===== src/rtl/mem_port_arbiter_if.sv =====
// mem_port_arbiter_if: CPU fetch/data request ports and the shared memory port.
// Rev 1.0
`default_nettype none

interface mem_port_arbiter_if;
   logic        i_if_req;
   logic [31:0] i_if_addr;
   logic        o_if_gnt;
   logic        o_if_rvalid;
   logic [31:0] o_if_rdata;
   logic        i_d_req;
   logic        i_d_we;
   logic [1:0]  i_d_size;
   logic [31:0] i_d_addr;
   logic [31:0] i_d_wdata;
   logic        o_d_gnt;
   logic        o_d_rvalid;
   logic [31:0] o_d_rdata;
   logic        o_d_err;
   logic        o_m_req;
   logic        o_m_we;
   logic [31:0] o_m_addr;
   logic [3:0]  o_m_be;
   logic [31:0] o_m_wdata;
   logic        i_m_ack;
   logic [31:0] i_m_rdata;

   // Arbiter side
   modport slave (
      input  i_if_req, i_if_addr,
      output o_if_gnt, o_if_rvalid, o_if_rdata,
      input  i_d_req, i_d_we, i_d_size, i_d_addr, i_d_wdata,
      output o_d_gnt, o_d_rvalid, o_d_rdata, o_d_err,
      output o_m_req, o_m_we, o_m_addr, o_m_be, o_m_wdata,
      input  i_m_ack, i_m_rdata
   );

   // CPU and memory side
   modport master (
      output i_if_req, i_if_addr,
      input  o_if_gnt, o_if_rvalid, o_if_rdata,
      output i_d_req, i_d_we, i_d_size, i_d_addr, i_d_wdata,
      input  o_d_gnt, o_d_rvalid, o_d_rdata, o_d_err,
      input  o_m_req, o_m_we, o_m_addr, o_m_be, o_m_wdata,
      output i_m_ack, i_m_rdata
   );
endinterface

`default_nettype wire


===== src/rtl/mem_port_arbiter.sv =====
// mem_port_arbiter: serialises fetch and load/store onto one variable-latency memory port.
// Build option MEM_ARB_MISALIGN_CHECK_EN rejects misaligned half/word accesses. Rev 1.0
`default_nettype none

module mem_port_arbiter #(
   parameter int STARVE_MAX = 4
) (
   input  logic                i_clk,
   input  logic                i_rst_n,
   mem_port_arbiter_if.slave   bus
);

   localparam int CNT_W = $clog2(STARVE_MAX + 1);
   localparam logic [CNT_W-1:0] STARVE_LIM = CNT_W'(STARVE_MAX);

   typedef enum logic [1:0] {
      IDLE    = 2'd0,
      BUSY_IF = 2'd1,
      BUSY_D  = 2'd2
   } state_t;

   state_t           state, state_nxt;
   logic [CNT_W-1:0] starve_cnt;
   logic             if_gnt, d_gnt;

   logic [31:0] d_addr_al;
   logic [3:0]  d_lanes;
   logic [31:0] d_wrep;
   logic        d_bad;

   logic        mem_we;
   logic [31:0] mem_addr;
   logic [3:0]  mem_be;
   logic [31:0] mem_wdata;
   logic        d_we;
   logic [1:0]  d_off;
   logic        if_rvalid, d_rvalid, d_err;
   logic [31:0] if_rdata, d_rdata;

   logic unused_bits;
   assign unused_bits = &{1'b0, bus.i_if_addr[1:0]};

   always_comb begin
      d_addr_al = bus.i_d_addr;
      d_lanes   = 4'b0000;
      d_wrep    = '0;
      d_bad     = 1'b0;
      case (bus.i_d_size)
         2'b01: begin
            d_lanes = 4'b0001 << bus.i_d_addr[1:0];
            d_wrep  = {4{bus.i_d_wdata[7:0]}};
         end
         2'b10: begin
`ifdef MEM_ARB_MISALIGN_CHECK_EN
            d_bad = bus.i_d_addr[0];
`else
            d_addr_al[0] = 1'b0;
`endif
            d_lanes = 4'b0011 << {bus.i_d_addr[1], 1'b0};
            d_wrep  = {2{bus.i_d_wdata[15:0]}};
         end
         2'b11: begin
`ifdef MEM_ARB_MISALIGN_CHECK_EN
            d_bad = |bus.i_d_addr[1:0];
`else
            d_addr_al[1:0] = 2'b00;
`endif
            d_lanes = 4'b1111;
            d_wrep  = bus.i_d_wdata;
         end
         default: d_bad = 1'b1;
      endcase
   end

   // Data has priority unless fetch has been passed over STARVE_MAX times in a row.
   always_comb begin
      state_nxt = state;
      if_gnt    = 1'b0;
      d_gnt     = 1'b0;
      case (state)
         IDLE: begin
            if (i_rst_n) begin
               if (bus.i_d_req && (!bus.i_if_req || starve_cnt != STARVE_LIM)) begin
                  d_gnt = 1'b1;
                  if (!d_bad) state_nxt = BUSY_D;
               end else if (bus.i_if_req) begin
                  if_gnt    = 1'b1;
                  state_nxt = BUSY_IF;
               end
            end
         end
         BUSY_IF, BUSY_D: begin
            if (bus.i_m_ack) state_nxt = IDLE;
         end
         default: state_nxt = IDLE;
      endcase
   end

   always_ff @(posedge i_clk) begin
      if (!i_rst_n) begin
         state      <= IDLE;
         starve_cnt <= '0;
         mem_we     <= 1'b0;
         mem_addr   <= '0;
         mem_be     <= '0;
         mem_wdata  <= '0;
         d_we       <= 1'b0;
         d_off      <= '0;
         if_rvalid  <= 1'b0;
         if_rdata   <= '0;
         d_rvalid   <= 1'b0;
         d_rdata    <= '0;
         d_err      <= 1'b0;
      end else begin
         state     <= state_nxt;
         if_rvalid <= 1'b0;
         if_rdata  <= '0;
         d_rvalid  <= 1'b0;
         d_rdata   <= '0;
         d_err     <= 1'b0;

         if (if_gnt) begin
            starve_cnt <= '0;
            mem_we     <= 1'b0;
            mem_addr   <= {bus.i_if_addr[31:2], 2'b00};
            mem_be     <= 4'b1111;
            mem_wdata  <= '0;
         end

         if (d_gnt) begin
            if (bus.i_if_req && starve_cnt != STARVE_LIM)
               starve_cnt <= starve_cnt + 1'b1;
            if (d_bad) begin
               d_rvalid <= 1'b1;
               d_err    <= 1'b1;
            end else begin
               mem_we    <= bus.i_d_we;
               mem_addr  <= {d_addr_al[31:2], 2'b00};
               mem_be    <= bus.i_d_we ? d_lanes : 4'b1111;
               mem_wdata <= bus.i_d_we ? d_wrep : 32'd0;
               d_we      <= bus.i_d_we;
               d_off     <= d_addr_al[1:0];
            end
         end

         if (state == BUSY_IF && bus.i_m_ack) begin
            if_rvalid <= 1'b1;
            if_rdata  <= bus.i_m_rdata;
         end

         if (state == BUSY_D && bus.i_m_ack) begin
            d_rvalid <= 1'b1;
            d_rdata  <= d_we ? 32'd0 : (bus.i_m_rdata >> {d_off, 3'b000});
         end
      end
   end

   assign bus.o_if_gnt    = if_gnt;
   assign bus.o_if_rvalid = if_rvalid;
   assign bus.o_if_rdata  = if_rdata;
   assign bus.o_d_gnt     = d_gnt;
   assign bus.o_d_rvalid  = d_rvalid;
   assign bus.o_d_rdata   = d_rdata;
   assign bus.o_d_err     = d_err;
   assign bus.o_m_req     = (state != IDLE);
   assign bus.o_m_we      = mem_we;
   assign bus.o_m_addr    = mem_addr;
   assign bus.o_m_be      = mem_be;
   assign bus.o_m_wdata   = mem_wdata;

endmodule

`default_nettype wire


===== src/flat_wrapper.sv =====
// flat-port wrapper written by rule: the top's interface ports become plain ports
module mem_port_arbiter_flat 
#(
   parameter int STARVE_MAX = 4
)
  (i_clk, i_rst_n, bus_i_if_req, bus_i_if_addr, bus_o_if_gnt, bus_o_if_rvalid, bus_o_if_rdata, bus_i_d_req, bus_i_d_we, bus_i_d_size, bus_i_d_addr, bus_i_d_wdata, bus_o_d_gnt, bus_o_d_rvalid, bus_o_d_rdata, bus_o_d_err, bus_o_m_req, bus_o_m_we, bus_o_m_addr, bus_o_m_be, bus_o_m_wdata, bus_i_m_ack, bus_i_m_rdata);
  mem_port_arbiter_if bus_i ();
  input  logic i_clk;
  input  logic i_rst_n;
  input wire logic [$bits(bus_i.i_if_req)-1:0] bus_i_if_req;
  input wire logic [$bits(bus_i.i_if_addr)-1:0] bus_i_if_addr;
  output wire logic [$bits(bus_i.o_if_gnt)-1:0] bus_o_if_gnt;
  output wire logic [$bits(bus_i.o_if_rvalid)-1:0] bus_o_if_rvalid;
  output wire logic [$bits(bus_i.o_if_rdata)-1:0] bus_o_if_rdata;
  input wire logic [$bits(bus_i.i_d_req)-1:0] bus_i_d_req;
  input wire logic [$bits(bus_i.i_d_we)-1:0] bus_i_d_we;
  input wire logic [$bits(bus_i.i_d_size)-1:0] bus_i_d_size;
  input wire logic [$bits(bus_i.i_d_addr)-1:0] bus_i_d_addr;
  input wire logic [$bits(bus_i.i_d_wdata)-1:0] bus_i_d_wdata;
  output wire logic [$bits(bus_i.o_d_gnt)-1:0] bus_o_d_gnt;
  output wire logic [$bits(bus_i.o_d_rvalid)-1:0] bus_o_d_rvalid;
  output wire logic [$bits(bus_i.o_d_rdata)-1:0] bus_o_d_rdata;
  output wire logic [$bits(bus_i.o_d_err)-1:0] bus_o_d_err;
  output wire logic [$bits(bus_i.o_m_req)-1:0] bus_o_m_req;
  output wire logic [$bits(bus_i.o_m_we)-1:0] bus_o_m_we;
  output wire logic [$bits(bus_i.o_m_addr)-1:0] bus_o_m_addr;
  output wire logic [$bits(bus_i.o_m_be)-1:0] bus_o_m_be;
  output wire logic [$bits(bus_i.o_m_wdata)-1:0] bus_o_m_wdata;
  input wire logic [$bits(bus_i.i_m_ack)-1:0] bus_i_m_ack;
  input wire logic [$bits(bus_i.i_m_rdata)-1:0] bus_i_m_rdata;
  assign bus_i.i_if_req = bus_i_if_req;
  assign bus_i.i_if_addr = bus_i_if_addr;
  assign bus_o_if_gnt = bus_i.o_if_gnt;
  assign bus_o_if_rvalid = bus_i.o_if_rvalid;
  assign bus_o_if_rdata = bus_i.o_if_rdata;
  assign bus_i.i_d_req = bus_i_d_req;
  assign bus_i.i_d_we = bus_i_d_we;
  assign bus_i.i_d_size = bus_i_d_size;
  assign bus_i.i_d_addr = bus_i_d_addr;
  assign bus_i.i_d_wdata = bus_i_d_wdata;
  assign bus_o_d_gnt = bus_i.o_d_gnt;
  assign bus_o_d_rvalid = bus_i.o_d_rvalid;
  assign bus_o_d_rdata = bus_i.o_d_rdata;
  assign bus_o_d_err = bus_i.o_d_err;
  assign bus_o_m_req = bus_i.o_m_req;
  assign bus_o_m_we = bus_i.o_m_we;
  assign bus_o_m_addr = bus_i.o_m_addr;
  assign bus_o_m_be = bus_i.o_m_be;
  assign bus_o_m_wdata = bus_i.o_m_wdata;
  assign bus_i.i_m_ack = bus_i_m_ack;
  assign bus_i.i_m_rdata = bus_i_m_rdata;
  mem_port_arbiter #(.STARVE_MAX(STARVE_MAX)) u_core (.i_clk(i_clk), .i_rst_n(i_rst_n), .bus(bus_i));
endmodule

===== config.mk =====
export PLATFORM = sky130hd
export DESIGN_NAME = mem_port_arbiter_flat
export DESIGN_NICKNAME = d
export VERILOG_FILES = /design/src/rtl/mem_port_arbiter_if.sv /design/src/rtl/mem_port_arbiter.sv /design/src/flat_wrapper.sv
export SDC_FILE = /design/constraint.sdc
export NUM_CORES = 1
export LEC_CHECK = 0
export CAP_MARGIN = 15
export CELL_PAD_IN_SITES_DETAIL_PLACEMENT = 0
export CELL_PAD_IN_SITES_GLOBAL_PLACEMENT = 2
export CORE_MARGIN = 10
export CORE_UTILIZATION = 21
export DETAILED_ROUTE_END_ITERATION = 8
export GPL_TIMING_DRIVEN = 0
export PLACE_DENSITY = 0.76
export SYNTH_ARGS = -nofsm -noshare
export SYNTH_HDL_FRONTEND = slang
export SYNTH_SLANG_ARGS = --single-unit

===== constraint.sdc =====
create_clock -name i_clk -period 2 [get_ports i_clk]
set_input_delay 0.2 -clock i_clk [delete_from_list [all_inputs] [get_ports i_clk]]
set_output_delay 0.2 -clock i_clk [all_outputs]
set_load 0.03 [all_outputs]

Yosys cells after proc, flatten, opt, wreduce, memory -nomap -nowiden --
Index checks and enable logic that the tools add are counted.
Cells by class: multiplexer cells 37, reductions and logical operators 15, shifts and indexed selects 3, add/subtract/negate cells 1, bitwise operators 2, equality and inequality tests 9
Operator list (count):
- two-way mux 32 bit | 7
- case mux 32 bit (3 select lines) | 1
- >> shifter 32 x 5 -> 32 bit | 1
- two-way mux 1 bit | 16
- two-way mux 4 bit | 4
- case mux 4 bit (3 select lines) | 1
- two-way mux 3 bit | 3
- two-way mux 2 bit | 4
- equality test 2 bit (second input constant) | 3
- inequality test 3 bit (second input constant) | 2
- OR reduction 3 bit | 2
- equality test 2 x 1 -> 1 bit (second input constant) | 2
- logical AND 1 bit | 4
- case mux 2 bit (2 select lines) | 1
- AND reduction 2 bit | 2
- OR reduction 2 bit | 2
- left shift 1 x 2 -> 4 bit (first input constant) | 1
- left shift 2 x 2 -> 4 bit (first input constant) | 1
- adder 3 x 1 -> 3 bit (second input constant) | 1
- inequality test 3 x 2 -> 1 bit (second input constant) | 1
- AND reduction 3 bit | 1
- logical NOT 2 bit | 1
- inequality test 2 bit (second input constant) | 1
- inverter 1 bit | 2
- 3 further kinds | 3
Word-level totals: word-level logic and storage cells 80, input bits 136, output and inout port bits 139, bits in registers 144

Logic depth before layout (Yosys ltp) --
depth after elaboration 9, depth in mapped cells 8, depth with buffers taken out 5

Least setup slack after synthesis --
No wires, ideal clock.
path kind reg2reg, from register u_core.state[0], to register u_core.mem_wdata[20], in the netlist u_core.bus.o_m_wdata[20], arrival 1.845 ns, cell stages (with the launch flop) 9, library setup time 0.074 ns, path slack 0.082 ns, required time 1.926 ns, clock period less this slack 1.918 ns, cells stage by stage dfxtp_1 > inv_1 > ha_1 > buf_2 > nand3_1 > or4_4 > buf_6 > buf_6 > o22ai_2
Between the ends: cells in the longest elaborated chain, start to end 5
Ends and longest elaborated chain:
- start: declaration | RTL line mem_port_arbiter.sv:22 | state_t state, state_nxt;
- start signal: assignment | RTL line mem_port_arbiter.sv:115 | state <= state_nxt;
- logical NOT 2 bit * | RTL line mem_port_arbiter.sv:80 | case (state)
- two-way mux 1 bit | RTL line mem_port_arbiter.sv:80
- two-way mux 32 bit | RTL line mem_port_arbiter.sv:122 | if (if_gnt) begin
- two-way mux 32 bit | RTL line mem_port_arbiter.sv:133 | if (d_bad) begin
- two-way mux 32 bit * | RTL line mem_port_arbiter.sv:130 | if (d_gnt) begin
- end signal: assignment | RTL line mem_port_arbiter.sv:140 | mem_wdata <= bus.i_d_we ? d_wrep : 32'd0;
- end: declaration | RTL line mem_port_arbiter.sv:34 | logic [31:0] mem_wdata;
Mark *: on every way between the ends. The rest lies on a longest branch, timed or not. A chain may end at the register's enable or synchronous reset.

Worst setup path in the final report --
from register u_core.starve_cnt[0], to register u_core.mem_wdata[14], in the netlist u_core.bus.o_m_wdata[14]
Between the ends: cells in the longest elaborated chain, start to end 9
Ends and longest elaborated chain:
- start: declaration | RTL line mem_port_arbiter.sv:23 | logic [CNT_W-1:0] starve_cnt;
- start signal: assignment | RTL line mem_port_arbiter.sv:132 | starve_cnt <= starve_cnt + 1'b1;
- inequality test 3 bit * | RTL line mem_port_arbiter.sv:83 | if (bus.i_d_req && (!bus.i_if_req || starve_cnt != STARVE_LIM)) begin
- logical OR 1 bit * | RTL line mem_port_arbiter.sv:83
- logical AND 1 bit * | RTL line mem_port_arbiter.sv:83
- two-way mux 1 bit | RTL line mem_port_arbiter.sv:83
- two-way mux 1 bit | RTL line mem_port_arbiter.sv:82 | if (i_rst_n) begin
- two-way mux 1 bit | RTL line mem_port_arbiter.sv:80
- two-way mux 32 bit | RTL line mem_port_arbiter.sv:122
- two-way mux 32 bit | RTL line mem_port_arbiter.sv:133
- two-way mux 32 bit * | RTL line mem_port_arbiter.sv:130
Marked as above.

==> results.py <==
metrics = {
    "setup_path": {
        "critical_path.endpoint_type": "register",
        "timing.critical_path.required_ns": 2.34,
        "cp-start-kind": "register",
        "crit_path_max_fanout": 10,
        "critPathArrivalTime_ns": 2.28,
        "worstSetupPathType": "reg2reg",
    },
    "timing": {
        "max-slew-margin-rel_pct": 42.8,
        "tightest_pin_transition_ns": 0.856,
        "min_period_ns": 1.94,
        "rsz0062_at_grt": "no",
        "highest_achievable_clock_rate_ghz": 0.516,
        "final_max_slew_viol_count": 0,
        "final.setup_skew_ns": 0.00910,
        "hold_viol": 0,
        "setup_viol": 0,
        "timing.final.crit_share_pct": 96.9,
        "worst_hold_slack_ns": 0.0602,
    },
    "grt": {
        "global_route.peak_usage_layer": "met2",
        "grt_util_met1_pct": 18.0,
        "grt_pass1_wl_um": 40200,
        "grt_pass1_vias": 6206,
        "grt_overflow_total": 0,
        "grt_start_max_net_pins": 17,
        "gr-usage-met2_pct": 23.0,
        "grt.total_usage_pct": 14.5,
        "groute.layer.met3.usage_pct": 5.70,
        "initial_antenna_violation_count": 1,
    },
    "route": {
        "via_per_inst": 4.59,
        "first_iter_violations": 286,
        "routed_wire_length_per_instance_um": 20.6,
        "final_routed_wirelength_across_all_metal_layers_um": 26800,
        "firstDrtPassIters": 4,
        "drtAntennaViolNets": 0,
        "drc": 0,
        "route.vias.total": 5993,
    },
    "status": {
        "outcome": "complete, no violations",
    },
    "cts": {
        "clock_sink_total": 144,
        "ctsHoldBuffers": 0,
        "tritoncts": "done",
        "clk_transition_reported_paths_ns": 0.07,
        "htreeDepth": 4,
        "clockBufferDepth": 2,
        "clk_latency_ns": 0.42,
        "cts-root-buf": "clkbuf_16",
        "cts_buffers": 17,
    },
    "place": {
        "dp.final_hpwl_um": 20400,
        "dpl-instance-area_um2": 9180,
        "buffer_ports.inserted": 270,
        "place.gp.congestion": 0.780,
        "post-place-cells": 1268,
    },
    "finish": {
        "finalNetCount": 1056,
        "layout-drive-gt1-share_pct": 13.4,
        "layout-area-overhead-vs-synth_pct": 66.3,
        "antenna_cells_inserted": 0,
        "stdcell_area_um2": 9980,
        "postLayoutCoreUtil_pct": 35.6,
        "number_of_cells_in_the_finished_layout_apart_from_fillers": 1306,
    },
    "logic_synthesis": {
        "synthArstFlopShare_pct": 0,
        "post-synth-top-area-fraction_pct": 48.0,
        "synth_seq_area_share_pct": 48.0,
        "synth_area_leader_cell": "dfxtp_1",
        "ys.flop_type": "dfxtp_1",
        "syn-mean-instance-area_um2": 9.68,
        "synth-edff-count": 0,
        "synth_cell_type_count": 48,
        "count_of_mapped_cells_out_of_synthesis": 620,
        "post_synth_main_area_contributors": "dfxtp_1 48%, o41ai_1 4.4%, and2_1 4.2%",
        "syn-cell-area_um2": 6000,
        "yosys_warnings": 0,
        "postSynthRegisterBits": 144,
        "synth_fp_nets": 761,
    },
    "pwr": {
        "powerDensity_nw_per_um2": 787,
        "p_leak_uw": 0.00350,
        "power_uw": 7860,
        "power.ir.vdd_worst_v": 0.000411,
    },
    "floorplan": {
        "core_um2": 28000,
        "ioPinCount": 275,
        "floorplan.die_area_um2": 35700,
        "row_count": 61,
        "floorplan.die.width_um": 189,
        "die_h_um": 189,
        "floorplan.initialDensity_pct": 21.4,
    },
    "job": {
        "drv.max_cap_violation_count": 0,
    },
    "min_path": {
        "holdCritPathClass": "in2reg",
    },
}
Yosys cell counts, drive strengths merged, types with 2 or more instances:
library cell	n
inv	7
nor2	19
and3	6
dfxtp	144
o21a	2
o41ai	30
a32o	9
nand2	30
nor2b	12
o21ai	33
nand2b	2
nand3	35
and2	40
buf	13
nor3	2
mux2	16
a22oi	2
nand4	3
o221a	4
mux2i	16
and3b	8
nor3b	3
a2bb2oi	8
o22ai	24
a211oi	17
a31oi	31
a21oi	30
clkbuf	51
or2	3
ha	5
cell usage in the layout, fill, tap and decap left out, types with 7 or more instances in the layout:
cell               n
clkbuf_2          10
inv_6              7
nor2_1            18
nand2_1           30
o22ai_2           18
a211oi_1          17
a32o_1             9
buf_4              9
a2bb2oi_1          8
o41ai_1           29
dfxtp_1          142
o21ai_0           33
mux2i_1           16
a21oi_1           30
nor2b_1           12
a31oi_1           31
and2_1            40
clkbuf_16         17
clkbuf_1          37
and3b_1            8
clkdlybuf4s50_1  267
buf_6              8
nand3_1           33
mux2_2            16
through the flow:
| stage | TNS [ns] | worst slack [ns] |
|---|---|---|
| 5_1_grt | 0 | 0.000942 |
| 2_1_floorplan | 0 | 0.0818 |
| 3_5_place_dp | -39.04 | -0.949 |
| 3_3_place_gp | -37.16 | -0.935 |
| 6_report | 0 | 0.0617 |
| 4_1_cts | -0.0171 | -0.00984 |
cells by family after synthesis:
| logic type | synth area share (%) |
|---|---|
| XOR/XNOR | 0.146 |
| multiplexers | 5.67 |
| flip-flops | 48.0 |
| AO/OA/AOI/OAI | 24.7 |
| adder cells (fa/ha/maj) | 1.04 |
| AND/OR/NAND/NOR | 15.2 |
| buffers and inverters | 5.19 |
critical path: stages (launching register included):
cell,delay (ns)
dfxtp_2,0.34
inv_1,0.07
ha_4,0.18
and3_1,0.15
buf_6,0.15
or4_4,0.60
buf_6,0.20
o22ai_2,0.16
per-layer routing:
layer | vias up | wire [µm]
met2 | 209 | 12200
li1 | 2901 | -
met5 | - | 18
met4 | 2 | 238
met1 | 2864 | 11800
met3 | 17 | 2520
path summary, 6_finish.rpt:
check,start,endpoint,slack [ns],cells after the start
max,u_core.starve_cnt[0]$_SDFF_PN0_,u_core.bus.o_m_wdata[14]$_SDFF_PN0_,0.06,7
min,bus_i_if_req,u_core.starve_cnt[1]$_SDFF_PN0_,0.06,3
max reg2reg,u_core.starve_cnt[0]$_SDFF_PN0_,u_core.bus.o_m_wdata[14]$_SDFF_PN0_,0.06,7
min reg2reg,u_core.starve_cnt[0]$_SDFF_PN0_,u_core.starve_cnt[0]$_SDFF_PN0_,0.46,2
report_power, final:
part	switching (µW)	internal (µW)	total (µW)
combinational	826	697	1520
clock	1530	1770	3300
sequential	52.0	2980	3040
final cells by class:
| class | count | area, µm² |
|---|---|---|
| Fill cell | 2921 | 18000 |
| Tap cell | 378 | 473 |
| Buffer | 61 | 314 |
| Inverter | 7 | 26.3 |
| Clock buffer | 17 | 425 |
| Sequential cell | 144 | 2890 |
| Multi-Input combinational cell | 405 | 2920 |
| Clock inverter | 15 | 161 |
| Timing Repair Buffer | 279 | 2780 |
what timing repair did:
action / in CTS / in global routing
gates resized for setup: 48 / 14
setup endpoints to repair: 89 / 73
pin swaps: 3 / 2
buffers inserted: 1 / 8
hold endpoints to repair: 0 / 0
sequential cells by signal, summed over array words and instances, names as in the netlist:
register                cells
u_core.bus.o_m_be           4
u_core.d_we                 1
u_core.state                2
u_core.bus.o_d_rdata       32
u_core.starve_cnt           3
u_core.d_off                2
u_core.bus.o_d_rvalid       1
u_core.bus.o_d_err          1
u_core.bus.o_m_addr        32
u_core.bus.o_if_rvalid      1
u_core.bus.o_if_rdata      32
u_core.bus.o_m_we           1
u_core.bus.o_m_wdata       32
Power figures use the tool's default switching activity.
